===== src/rtl/des_key_scheduler.sv =====
// DES key schedule generator: streams the sixteen 48-bit round subkeys with a
// valid/ready handshake, in K1..K16 (encrypt) or K16..K1 (decrypt) order.
module des_key_scheduler (
    input  logic        clk,
    input  logic        rst_n,
    input  logic        start,
    input  logic        decrypt,
    input  logic [63:0] key_in,
    input  logic        abort,
    input  logic        subkey_ready,
    output logic        subkey_valid,
    output logic [47:0] subkey,
    output logic [3:0]  key_idx,
    output logic        last,
    output logic        busy,
    output logic        done
);

    localparam logic [0:0] ST_IDLE = 1'b0;
    localparam logic [0:0] ST_RUN  = 1'b1;

    // Permuted choice 1; FIPS key bit n sits at k[64-n], output bit 1 is the MSB.
    function automatic logic [55:0] pc1(input logic [63:0] k);
        pc1 = {k[7],  k[15], k[23], k[31], k[39], k[47], k[55],
               k[63], k[6],  k[14], k[22], k[30], k[38], k[46],
               k[54], k[62], k[5],  k[13], k[21], k[29], k[37],
               k[45], k[53], k[61], k[4],  k[12], k[20], k[28],
               k[1],  k[9],  k[17], k[25], k[33], k[41], k[49],
               k[57], k[2],  k[10], k[18], k[26], k[34], k[42],
               k[50], k[58], k[3],  k[11], k[19], k[27], k[35],
               k[43], k[51], k[59], k[36], k[44], k[52], k[60]};
    endfunction

    // Permuted choice 2; CD bit n (FIPS numbering) sits at cd[56-n].
    function automatic logic [47:0] pc2(input logic [55:0] cd);
        pc2 = {cd[42], cd[39], cd[45], cd[32], cd[55], cd[51],
               cd[53], cd[28], cd[41], cd[50], cd[35], cd[46],
               cd[33], cd[37], cd[44], cd[52], cd[30], cd[48],
               cd[40], cd[49], cd[29], cd[36], cd[43], cd[54],
               cd[15], cd[4],  cd[25], cd[19], cd[9],  cd[1],
               cd[26], cd[16], cd[5],  cd[11], cd[23], cd[8],
               cd[12], cd[7],  cd[17], cd[0],  cd[22], cd[3],
               cd[10], cd[14], cd[6],  cd[20], cd[27], cd[24]};
    endfunction

    // C and D rotate as independent 28-bit rings.
    function automatic logic [55:0] rotl_cd(input logic [55:0] cd, input logic two);
        logic [27:0] c;
        logic [27:0] d;
        c = cd[55:28];
        d = cd[27:0];
        if (two) rotl_cd = {c[25:0], c[27:26], d[25:0], d[27:26]};
        else     rotl_cd = {c[26:0], c[27],    d[26:0], d[27]};
    endfunction

    function automatic logic [55:0] rotr_cd(input logic [55:0] cd, input logic two);
        logic [27:0] c;
        logic [27:0] d;
        c = cd[55:28];
        d = cd[27:0];
        if (two) rotr_cd = {c[1:0], c[27:2], d[1:0], d[27:2]};
        else     rotr_cd = {c[0],   c[27:1], d[0],   d[27:1]};
    endfunction

    // Shift schedule S[1..16]: rounds 1, 2, 9 and 16 rotate by one, the rest by two.
    function automatic logic shift_is_two(input logic [4:0] round_no);
        shift_is_two = !(round_no == 5'd1 || round_no == 5'd2 ||
                         round_no == 5'd9 || round_no == 5'd16);
    endfunction

    logic [0:0]  r_state;
    logic [55:0] r_cd;
    logic [3:0]  r_cnt;
    logic        r_dir;
    logic        r_done;

    logic [55:0] w_pc1;
    logic [55:0] w_cd_next;
    logic        w_run;
    logic        w_hs;
    logic [4:0]  w_enc_round;
    logic [4:0]  w_dec_round;

    assign w_pc1       = pc1(key_in);
    assign w_run       = (r_state == ST_RUN);
    assign w_hs        = w_run & subkey_ready;
    // Encrypt steps CD(r+1) -> CD(r+2); decrypt undoes the rotation of round 16-r.
    assign w_enc_round = {1'b0, r_cnt} + 5'd2;
    assign w_dec_round = 5'd16 - {1'b0, r_cnt};

    always_comb begin
        // NOTE: every signal assigned here gets a default first, so no path can infer a latch.
        w_cd_next = r_cd;
        if (r_dir) w_cd_next = rotr_cd(r_cd, shift_is_two(w_dec_round));
        else       w_cd_next = rotl_cd(r_cd, shift_is_two(w_enc_round));
    end

    always_ff @(posedge clk or negedge rst_n) begin
        // NOTE: sequential state uses non-blocking assignments so every register samples pre-edge values.
        if (!rst_n) begin
            r_state <= ST_IDLE;
            r_cd    <= '0;
            r_cnt   <= '0;
            r_dir   <= 1'b0;
            r_done  <= 1'b0;
        end else begin
            r_done <= 1'b0;
            if (r_state == ST_IDLE) begin
                if (start) begin
                    r_state <= ST_RUN;
                    r_cnt   <= '0;
                    r_dir   <= decrypt;
                    // Decrypt starts at CD16, which equals CD0 after 28 total rotations.
                    r_cd    <= decrypt ? w_pc1 : rotl_cd(w_pc1, 1'b0);
                end
            end else begin
                if (abort) begin
                    r_state <= ST_IDLE;
                    r_cd    <= '0;
                    r_cnt   <= '0;
                end else if (w_hs) begin
                    if (r_cnt == 4'd15) begin
                        r_state <= ST_IDLE;
                        r_cd    <= '0;
                        r_cnt   <= '0;
                        r_done  <= 1'b1;
                    end else begin
                        r_cd  <= w_cd_next;
                        r_cnt <= r_cnt + 4'd1;
                    end
                end
            end
        end
    end

    // Key material is gated to zero whenever no schedule is running.
    always_comb begin
        subkey_valid = 1'b0;
        subkey       = '0;
        key_idx      = '0;
        last         = 1'b0;
        if (w_run) begin
            subkey_valid = 1'b1;
            subkey       = pc2(r_cd);
            key_idx      = r_dir ? (4'd15 - r_cnt) : r_cnt;
            last         = (r_cnt == 4'd15);
        end
    end

    assign busy = w_run;
    assign done = r_done;

endmodule


===== config.mk =====
export PLATFORM = sky130hd
export DESIGN_NAME = des_key_scheduler
export DESIGN_NICKNAME = d
export VERILOG_FILES = /design/src/rtl/des_key_scheduler.sv
export SDC_FILE = /design/constraint.sdc
export NUM_CORES = 1
export LEC_CHECK = 0
export BUFFER_PORTS_ARGS = -buffer_cell sky130_fd_sc_hd__buf_2
export CAP_MARGIN = 20
export CORE_MARGIN = 3
export CORE_UTILIZATION = 40
export DETAILED_ROUTE_END_ITERATION = 6
export PLACE_DENSITY = 0.73
export SLEW_MARGIN = 20
export SYNTH_ARGS = -nofsm -noshare
export SYNTH_HDL_FRONTEND = slang
export SYNTH_SLANG_ARGS = --single-unit

===== constraint.sdc =====
create_clock -name clk -period 2.7 [get_ports clk]
set_clock_uncertainty 0.1 [all_clocks]
set_input_delay 0.405 -clock clk [delete_from_list [all_inputs] [get_ports clk]]
set_output_delay 0.405 -clock clk [all_outputs]
set_load 0.03 [all_outputs]

==> After elaboration in Yosys (flattened, before gate mapping) <==
Cells that the tools add are included.
{ "word_totals": {"out_inout_bits": 56, "word_cells": 58, "register_bits": 63} }
{ "op_classes": {"reduce_logical": 9, "addsub": 4, "bitwise": 2, "n_mux": 28, "eq_ne": 10} }
{ "op_table": {"columns": ["op", "n"], "rows": [
  ["two-way mux 56 bit", 9],
  ["two-way mux 48 bit", 1],
  ["two-way mux 4 bit", 7],
  ["two-way mux 1 bit", 11],
  ["== test 5 x 1 -> 1 bit (second input constant)", 2],
  ["== test 5 x 2 -> 1 bit (second input constant)", 2],
  ["== test 5 x 4 -> 1 bit (second input constant)", 2],
  ["== test 5 bit (second input constant)", 2],
  ["logical OR 1 bit", 6],
  ["adder 4 x 2 -> 5 bit (second input constant)", 1],
  ["subtractor 5 x 4 -> 5 bit (first input constant)", 1],
  ["adder 4 x 1 -> 4 bit (second input constant)", 1],
  ["== test 4 bit (second input constant)", 1],
  ["AND reduction 2 bit", 2],
  ["subtractor 4 bit (first input constant)", 1],
  ["!= test 3 x 2 -> 1 bit (second input constant)", 1],
  ["nonzero test 2 bit", 1],
  ["AND 1 bit", 1],
  ["NOT 1 bit", 1]
]} }

==> Longest topological paths before layout <==
Gate-level depths: netlist of the first run.
{ "depth": {"depth_word": 11, "mapped_depth": 10, "ltp_nobuf": 7} }

==> Worst setup path before layout of the first run <==
OpenSTA, ideal clock, no wires.
{ "synth_timing": {"path_type": "register to register", "startpoint": "register r_cnt[1]", "endpoint": "register r_cd[39]", "setup_slack_ns": 0.563, "setup_time_ns": 0.103, "stages_incl_launch_ff": 10, "required_ns": 2.497, "t_arrival_ns": 1.933, "path_buffers": 2, "cell_sequence": "dfrtp_1 > inv_1 > ha_1 > nand2b_4 > and3_1 > o32a_1 > buf_6 > buf_6 > mux2i_1 > o41ai_2"} }
{ "synth_via": {"elab_chain_len": 11, "word_cells_on_any_way": 24, "cone_classes": "add/sub: 2; eq/ne: 9; mux: 7; reduce/logical: 6"} }
{ "synth_rtl": {"columns": ["item", "line", "rtl"], "rows": [
  ["from (decl)", "73", "logic [3:0] r_cnt;"],
  ["from (signal assigned)", "129", "r_cnt <= r_cnt + 4'd1;"],
  ["subtractor 5 x 4 -> 5 bit or adder 4 x 2 -> 5 bit (tied branches)", "89, 88", null],
  ["== test 5 x 1 -> 1 bit or == test 5 x 2 -> 1 bit (tied branches)", "67", "shift_is_two = !(round_no == 5'd1 || round_no == 5'd2 ||"],
  ["logical OR 1 bit (2 in series)", "67", null],
  ["logical OR 1 bit", "68", "round_no == 5'd9 || round_no == 5'd16);"],
  ["two-way mux 56 bit (on tied branches)", "61, 52", null],
  ["two-way mux 56 bit", "94", "if (r_dir) w_cd_next = rotr_cd(r_cd, shift_is_two(w_dec_round));"],
  ["two-way mux 56 bit *", "122", "if (r_cnt == 4'd15) begin"],
  ["two-way mux 56 bit *", "121", "end else if (w_hs) begin"],
  ["two-way mux 56 bit *", "117", "if (abort) begin"],
  ["two-way mux 56 bit *", "108", "if (r_state == ST_IDLE) begin"],
  ["to (signal assigned)", "114", "r_cd <= decrypt ? w_pc1 : rotl_cd(w_pc1, 1'b0);"],
  ["to (signal assigned)", "128", "r_cd <= w_cd_next;"],
  ["to (decl)", "72", "logic [55:0] r_cd;"]
]} }
Every way passes the cells marked *; elsewhere a longest branch is shown, timed or not. The select of a mux whose other input is x is not followed.
A chain may end at the register's enable or synchronous reset.

==> Worst setup path in the final report of the first run <==
{ "layout_timing": {"startpoint": "register r_cnt[1]", "endpoint": "register r_cd[52]"} }
The elaborated chain is that of the path after synthesis.

==> run metrics, run 1 <==
most common flop cell mapped by yosys dfrtp_1; Relative slew margins 0.541; global-route usage over all layers 0.192; number of cells produced by synthesis 689; Setup TNS Final 0 ps; total clock buffers created by CTS 9; Vias/cell 5.66; number of core rows 43; largest net degree at the start of global routing 115; maximum fanout encountered on the critical timing path 56; Post-Place Cell Area 6600 um^2; clock tree from TritonCTS yes; weighted congestion at the end of routability-driven global placement 0.831; number of remaining DRC errors 0; clock tree buffer depth 2; share of cells above drive strength 1 0.256; Yosys warning total 0; Cell Count Post-Placement 935; launch point of the worst reg-to-reg path r_cnt[1]; max-cap check violation count 0; wire length after detailed routing 15600 um; largest stage delay on the critical path 480 ps; cell with the largest stage delay on the worst path dfrtp_1; Post-synth EDFFs 0; number of cells traversed by the worst register-to-register path 8; quantity of hold-fixing buffers added after cts 0; actual slew at the worst max-slew pin 689 ps; Pre-antenna DRT Iters 5; R2R Path End r_cd[52]; Layout fillers 1374; master cell of the clock root buffer clkbuf_16; list of most frequent post-synthesis cells nor2_1 (119), mux2i_1 (112), dfrtp_1 (63), a21oi_1 (58); crit path buf inv count 2; Cell Chain, Critical Path inv_1 -> ha_1 -> nand2b_4 -> and3_1 -> o32a_2 -> buf_12 -> mux2i_1 -> o41ai_1; max-slew violations 0; worst-case register-to-register setup slack 260 ps; number of levels in the clock H-tree 3; setup repair after global routing missed its margin no; Req. time, crit path 2810 ps; Power Density 717 nW/um^2; Placement Setup Slack 212 ps; period utilization 0.905; mean instance size in the synthesized netlist 8.57 um^2; flops & latches, synth 63; family with the most delay on the worst path compound AO/OA/AOI/OAI gates; final cell count without fillers 951; initial cell density of the core 0.417; number of I/O pins 126; area share of the leading cell type in the synthesized netlist 0.267; via count of the first global-routing pass 5260; kind of end point of the critical path register; largest cells by area after synthesis dfrtp_1 (27%), mux2i_1 (19%), o41ai_2 (11%), nor2_1 (7.6%), nand2b_1 (6.0%); post-layout utilization of the core 0.487; total area of multi-input combinational cells 3970 um^2; DRT antenna net count 0; most area-hungry cell type in the Yosys netlist dfrtp_1; Power, Total 4.94 mW; Highest Clock Rate 409 MHz; number of library cell types mapped by synthesis 34; diode count 0; post-synth net total 766; detailed-route via count 5385; die span in y 128 um; Worst-path clk slew 60 ps; count of input and output buffers 117; worst setup slack after layout 255 ps; leakage power of the design 3.48 nW; summed instance area of the synthesized netlist 5910 um^2; status finished, final reports clean; total number of clock tree sinks 63; placed wire-length estimate after detailed placement 10400 um; growth of design area from synthesis to finish 16.7%; library cell with the highest instance count after synthesis nor2_1; Hold Slack 17.3 ps; initial antenna violation count 0; class of the tightest hold or removal check in2async; Die Area 16300 um^2; Hold Vio Cnt, Final 0; share of synthesized registers carrying an async set or reset 1.00; DRT iter0 DRCs 375; wire length of the first global-routing pass 26200 um; routed length per placed instance 16.4 um; Min Clock Period, post-route 2440 ps; sequential cell area fraction in the yosys report 0.267; register area 1580 um^2; worst endpoint data arrival time 2550 ps; global route total overflow 0; Finish-stage setup viols 0; total non-filler cell area in the finished layout 6890 um^2; core area 14100 um^2; Worst-Skew Late Latency 330 ps; startpoint type of the worst setup path register; VDD IR-drop max 0.319 mV; number of nets in the final layout 843; width of the die 128 um; start-to-end type of the worst setup path reg2reg
## registers in the layout, summed over array words and instances (netlist names)
| signal | count |
|---|---|
| r_cd | 56 |
| done | 1 |
| busy | 1 |
| r_dir | 1 |
| r_cnt | 4 |
## cell families after synthesis
| group | after synthesis | synth area share |
|---|---|---|
| XOR/XNOR | 4 | 0.00593 |
| buffers and inverters | 72 | 0.0642 |
| AO/OA/AOI/OAI | 128 | 0.200 |
| multiplexers | 113 | 0.192 |
| AND/OR/NAND/NOR | 302 | 0.256 |
| flip-flops | 63 | 0.267 |
| adder cells (fa/ha/maj) | 7 | 0.0148 |
## metal layers
layer  GRT usage  wire length, um  up-vias
met5           0                0        -
met4      0.0536              242        0
met3      0.0305              648       20
met2       0.295             7170      133
met1       0.279             7530     2604
li1            -                -     2628
## where the power goes
part	total, mW	leakage (nW)	switching, mW	internal, mW
logic	2.38	2.52	1.43	0.951
registers	1.40	0.812	0.262	1.14
clock network	1.16	0.146	0.421	0.735
## timing repair
action | 4_1_cts | 5_1_grt
endpoints found under the setup margin | 0 | 14
resized for setup | 0 | 1
buffers inserted | 0 | 0
## final cells by class
class,count,area share
sequential,63,0.229
inverter,6,0.00327
multi-input combinational,554,0.576
clock inverter,4,0.00653
timing repair buffer,132,0.117
clock buffer,12,0.0358
tap,180,0.0327
## layout by cell type (no fill, tap or decap), drive strengths merged
master and count:
o31ai 3, nand2b 58, o21ai 4, o32a 1
nand2 7, o211ai 1, nor3 57, a21oi 58
or2 1, and2 54, dfrtp 63, bufinv 1
o22ai 1, o2111ai 1, xor2 4, buf 132
nand3b 1, a21boi 1, and3 3, inv 6
nand4b 1, nor2b 1, o41ai 57, mux2i 112
clkinv 3, mux2 1, nor2 119, clkbuf 12
a31o 1, ha 7
## worst max-delay path by stage
stage                         from        to  slack, ps  cells past startpoint
after floorplan           r_cnt[1]  r_cd[39]        560                      9
after global placement    r_cnt[1]  r_cd[21]        270                      8
after detailed placement  r_cnt[1]  r_cd[18]        210                      8
after CTS                 r_cnt[1]  r_cd[18]        190                      8
after global routing      r_cnt[1]   r_cd[0]         50                      8
final                     r_cnt[1]  r_cd[52]        260                      8
Power figures use the tool's default switching activity.
==> run 2: changes to the inputs <==
--- a/config.mk
+++ b/config.mk
@@ -5,12 +5,12 @@
 export SDC_FILE = /design/constraint.sdc
 export NUM_CORES = 1
 export LEC_CHECK = 0
+export ABC_AREA = 1
 export BUFFER_PORTS_ARGS = -buffer_cell sky130_fd_sc_hd__buf_2
 export CAP_MARGIN = 20
-export CORE_MARGIN = 3
 export CORE_UTILIZATION = 40
 export DETAILED_ROUTE_END_ITERATION = 6
-export PLACE_DENSITY = 0.73
+export PLACE_DENSITY = 0.72
 export SLEW_MARGIN = 20
 export SYNTH_ARGS = -nofsm -noshare
 export SYNTH_HDL_FRONTEND = slang
==> run metrics, run 2 <==
status finished, final reports clean; period utilization 0.854; Vias/cell 5.76; detailed-route via count 7517; number of flip-flops under the largest register name 56; Pre-antenna DRT Iters 6; worst-case register-to-register setup slack 390 ps; number of cells traversed by the worst register-to-register path 12; worst endpoint data arrival time 2460 ps; list of most frequent post-synthesis cells nand3_1 (230), nor2_1 (226), nand2_1 (177), dfrtp_1 (63), o21ai_0 (62); max-cap check violation count 0; proportion of synthesized area in mux cells 0; Relative slew margins 0.428; width of the die 127 um; worst setup slack after layout 393 ps; flops & latches, synth 63; most frequent standard cell in the layout excluding fill and tap cells nand3_1; placed wire-length estimate after detailed placement 12100 um; Worst-path clk slew 50 ps; post-layout utilization of the core 0.462; Layout fillers 1652; startpoint of the worst hold path abort; maximum fanout encountered on the critical timing path 40; number of cells produced by synthesis 1061; Hold Vio Cnt, Final 0; leading cell types in the layout, fill and taps excluded nand3_1 (229), nor2_1 (226), nand2_1 (175), buf_2 (117), o21ai_0 (62); class of the tightest hold or removal check in2reg; Top Registers r_cd x56, r_cnt x4; number of levels in the clock H-tree 3; VDD IR-drop max 0.687 mV; number of library cell types mapped by synthesis 27; wire length after detailed routing 19800 um; number of I/O pins 126; global-route usage over all layers 0.251; Power Density 1220 nW/um^2; total clock buffers created by CTS 9; clock tree from TritonCTS yes; largest net degree at the start of global routing 61; clock tree buffer depth 2; DRT iter0 DRCs 928; core area 15200 um^2; most area-hungry cell type in the Yosys netlist dfrtp_1; number of remaining DRC errors 0; startpoint type of the worst setup path register; total number of clock tree sinks 63; R2R Path End r_cd[30]; Req. time, crit path 2850 ps; Post-Synth XOR/XNOR Area 0.00140; start-to-end type of the worst setup path reg2reg; worst-case hold path end point done; Post-synth EDFFs 0; share of the synthesized area in compound gates (AO/OA/AOI/OAI) 0.104; routed length per placed instance 15.2 um; hold path depth 2; kind of end point of the critical path register; leakage power of the design 3.59 nW; growth of design area from synthesis to finish 12.6%; initial antenna violation count 0; Hold Slack 200 ps; initial cell density of the core 0.411; total area of multi-input combinational cells 3840 um^2; DRT antenna net count 0; weighted congestion at the end of routability-driven global placement 0.813; post-synthesis adder-cell area fraction 0.0140; Setup TNS Final 0 ps; master cell of the clock root buffer clkbuf_16; mean instance size in the synthesized netlist 5.88 um^2; via count of the first global-routing pass 6660; library cell with the highest instance count after synthesis nand3_1; launch point of the worst reg-to-reg path r_cnt[1]; largest cells by area after synthesis dfrtp_1 (25%), nand3_1 (18%), nor2_1 (14%), nand2_1 (11%), nand4_1 (5.7%); setup repair after global routing missed its margin no; share of synthesized registers carrying an async set or reset 1.00; sequential cell area fraction in the yosys report 0.253; Worst-Skew Late Latency 330 ps; max-slew violations 0; Placement Setup Slack 436 ps; dominant combinational cell family by area after synthesis simple AND/OR/NAND/NOR gates; diode count 0; Yosys warning total 0; Highest Clock Rate 433 MHz; number of core rows 45; Die Area 16100 um^2; die span in y 127 um; Power, Total 8.58 mW; actual slew at the worst max-slew pin 858 ps; count of input and output buffers 117; share of cells above drive strength 1 0.155; Min Clock Period, post-route 2310 ps; summed instance area of the synthesized netlist 6240 um^2; Most flops, register r_cd; area share of the leading cell type in the synthesized netlist 0.253; number of nets in the final layout 1190; Post-CTS Repair Setup Buffers 0; post-synthesis share of cell area spent on and, or, nand and nor gates 0.495; most common flop cell mapped by yosys dfrtp_1; wire length of the first global-routing pass 33500 um; register area 1580 um^2; Finish-stage setup viols 0; global route total overflow 0; post-synth net total 1138
-- run 2: cell count changes after synthesis, moves of 16 or more --
cell,before,now
nor3_1,57,0
nand4_1,0,57
o21ai_0,4,62
nand2_1,7,177
and2_1,54,0
nand2b_1,57,0
inv_1,5,58
mux2i_1,112,0
o41ai_2,40,0
nand3_1,0,230
nor2_1,119,226
o41ai_1,17,1
-- run 2: logic make-up (layout without fill, tap and decap cells) --
logic type,after synthesis,count (layout)
DFF,63,63
adders and majority gates,7,7
and+or+nand+nor,700,700
AOI/OAI and AO/OA,127,127
buffers and inverters,163,219
xor gates and xnor gates,1,1
-- run 2: cell type report --
| cell class | instances | share of cell area |
|---|---|---|
| Inverter | 63 | 0.0338 |
| Tap cell | 188 | 0.0335 |
| Multi-Input combinational cell | 835 | 0.547 |
| Timing Repair Buffer | 141 | 0.118 |
| Clock inverter | 3 | 0.00605 |
| Clock buffer | 12 | 0.0365 |
| Sequential cell | 63 | 0.225 |
-- run 2: worst max-delay path: stages, from the launching register on --
cell and delay, ps:
dfrtp_1 510, inv_1 160, ha_1 230, inv_1 100, nand2_1 80, nand3_2 70, nand2_2 80, nand2_2 70
buf_4 390, nand2_1 90, nand3_1 100, nand3_1 90, a21oi_1 140
-- run 2: per-layer routing --
layer  up-vias  part of all wire  track usage
li1       3629                 -            -
met1      3466              0.44        0.349
met2       393              0.46        0.399
met3        29             0.080       0.0405
met4         0             0.017       0.0763
met5         -                 0            0
-- run 2: power breakdown --
group / total, mW / internal (mW) / switching [mW]
Clock: 1.20 / 0.759 / 0.438
Sequential: 2.00 / 1.32 / 0.683
Combinational: 5.38 / 1.75 / 3.62
-- run 2: stage by stage --
| step | area [um^2] | std cells |
|---|---|---|
| CTS | 7030 | 1305 |
| floorplan | 6240 | 1061 |
| global route | 7030 | 1305 |
| finish | 7030 | 1305 |
| global placement | 6720 | 1289 |
| detailed placement | 6720 | 1289 |
-- run 2: how the worst max path moves through the flow --
| stage | cells after the start | endpoint | from |
|---|---|---|---|
| after floorplan | 4 | key_idx[1] | busy |
| after global placement | 12 | r_cd[30] | r_cnt[1] |
| after detailed placement | 12 | r_cd[4] | r_cnt[1] |
| after CTS | 12 | r_cd[4] | r_cnt[1] |
| after global routing | 12 | r_cd[3] | r_cnt[1] |
| final | 12 | r_cd[30] | r_cnt[1] |
-- run 2: what timing repair did --
| action | in CTS | in global routing |
|---|---|---|
| resized for setup | 0 | 0 |
| hold endpoints to repair | 14 | 0 |
| hold buffers | 1 | 0 |
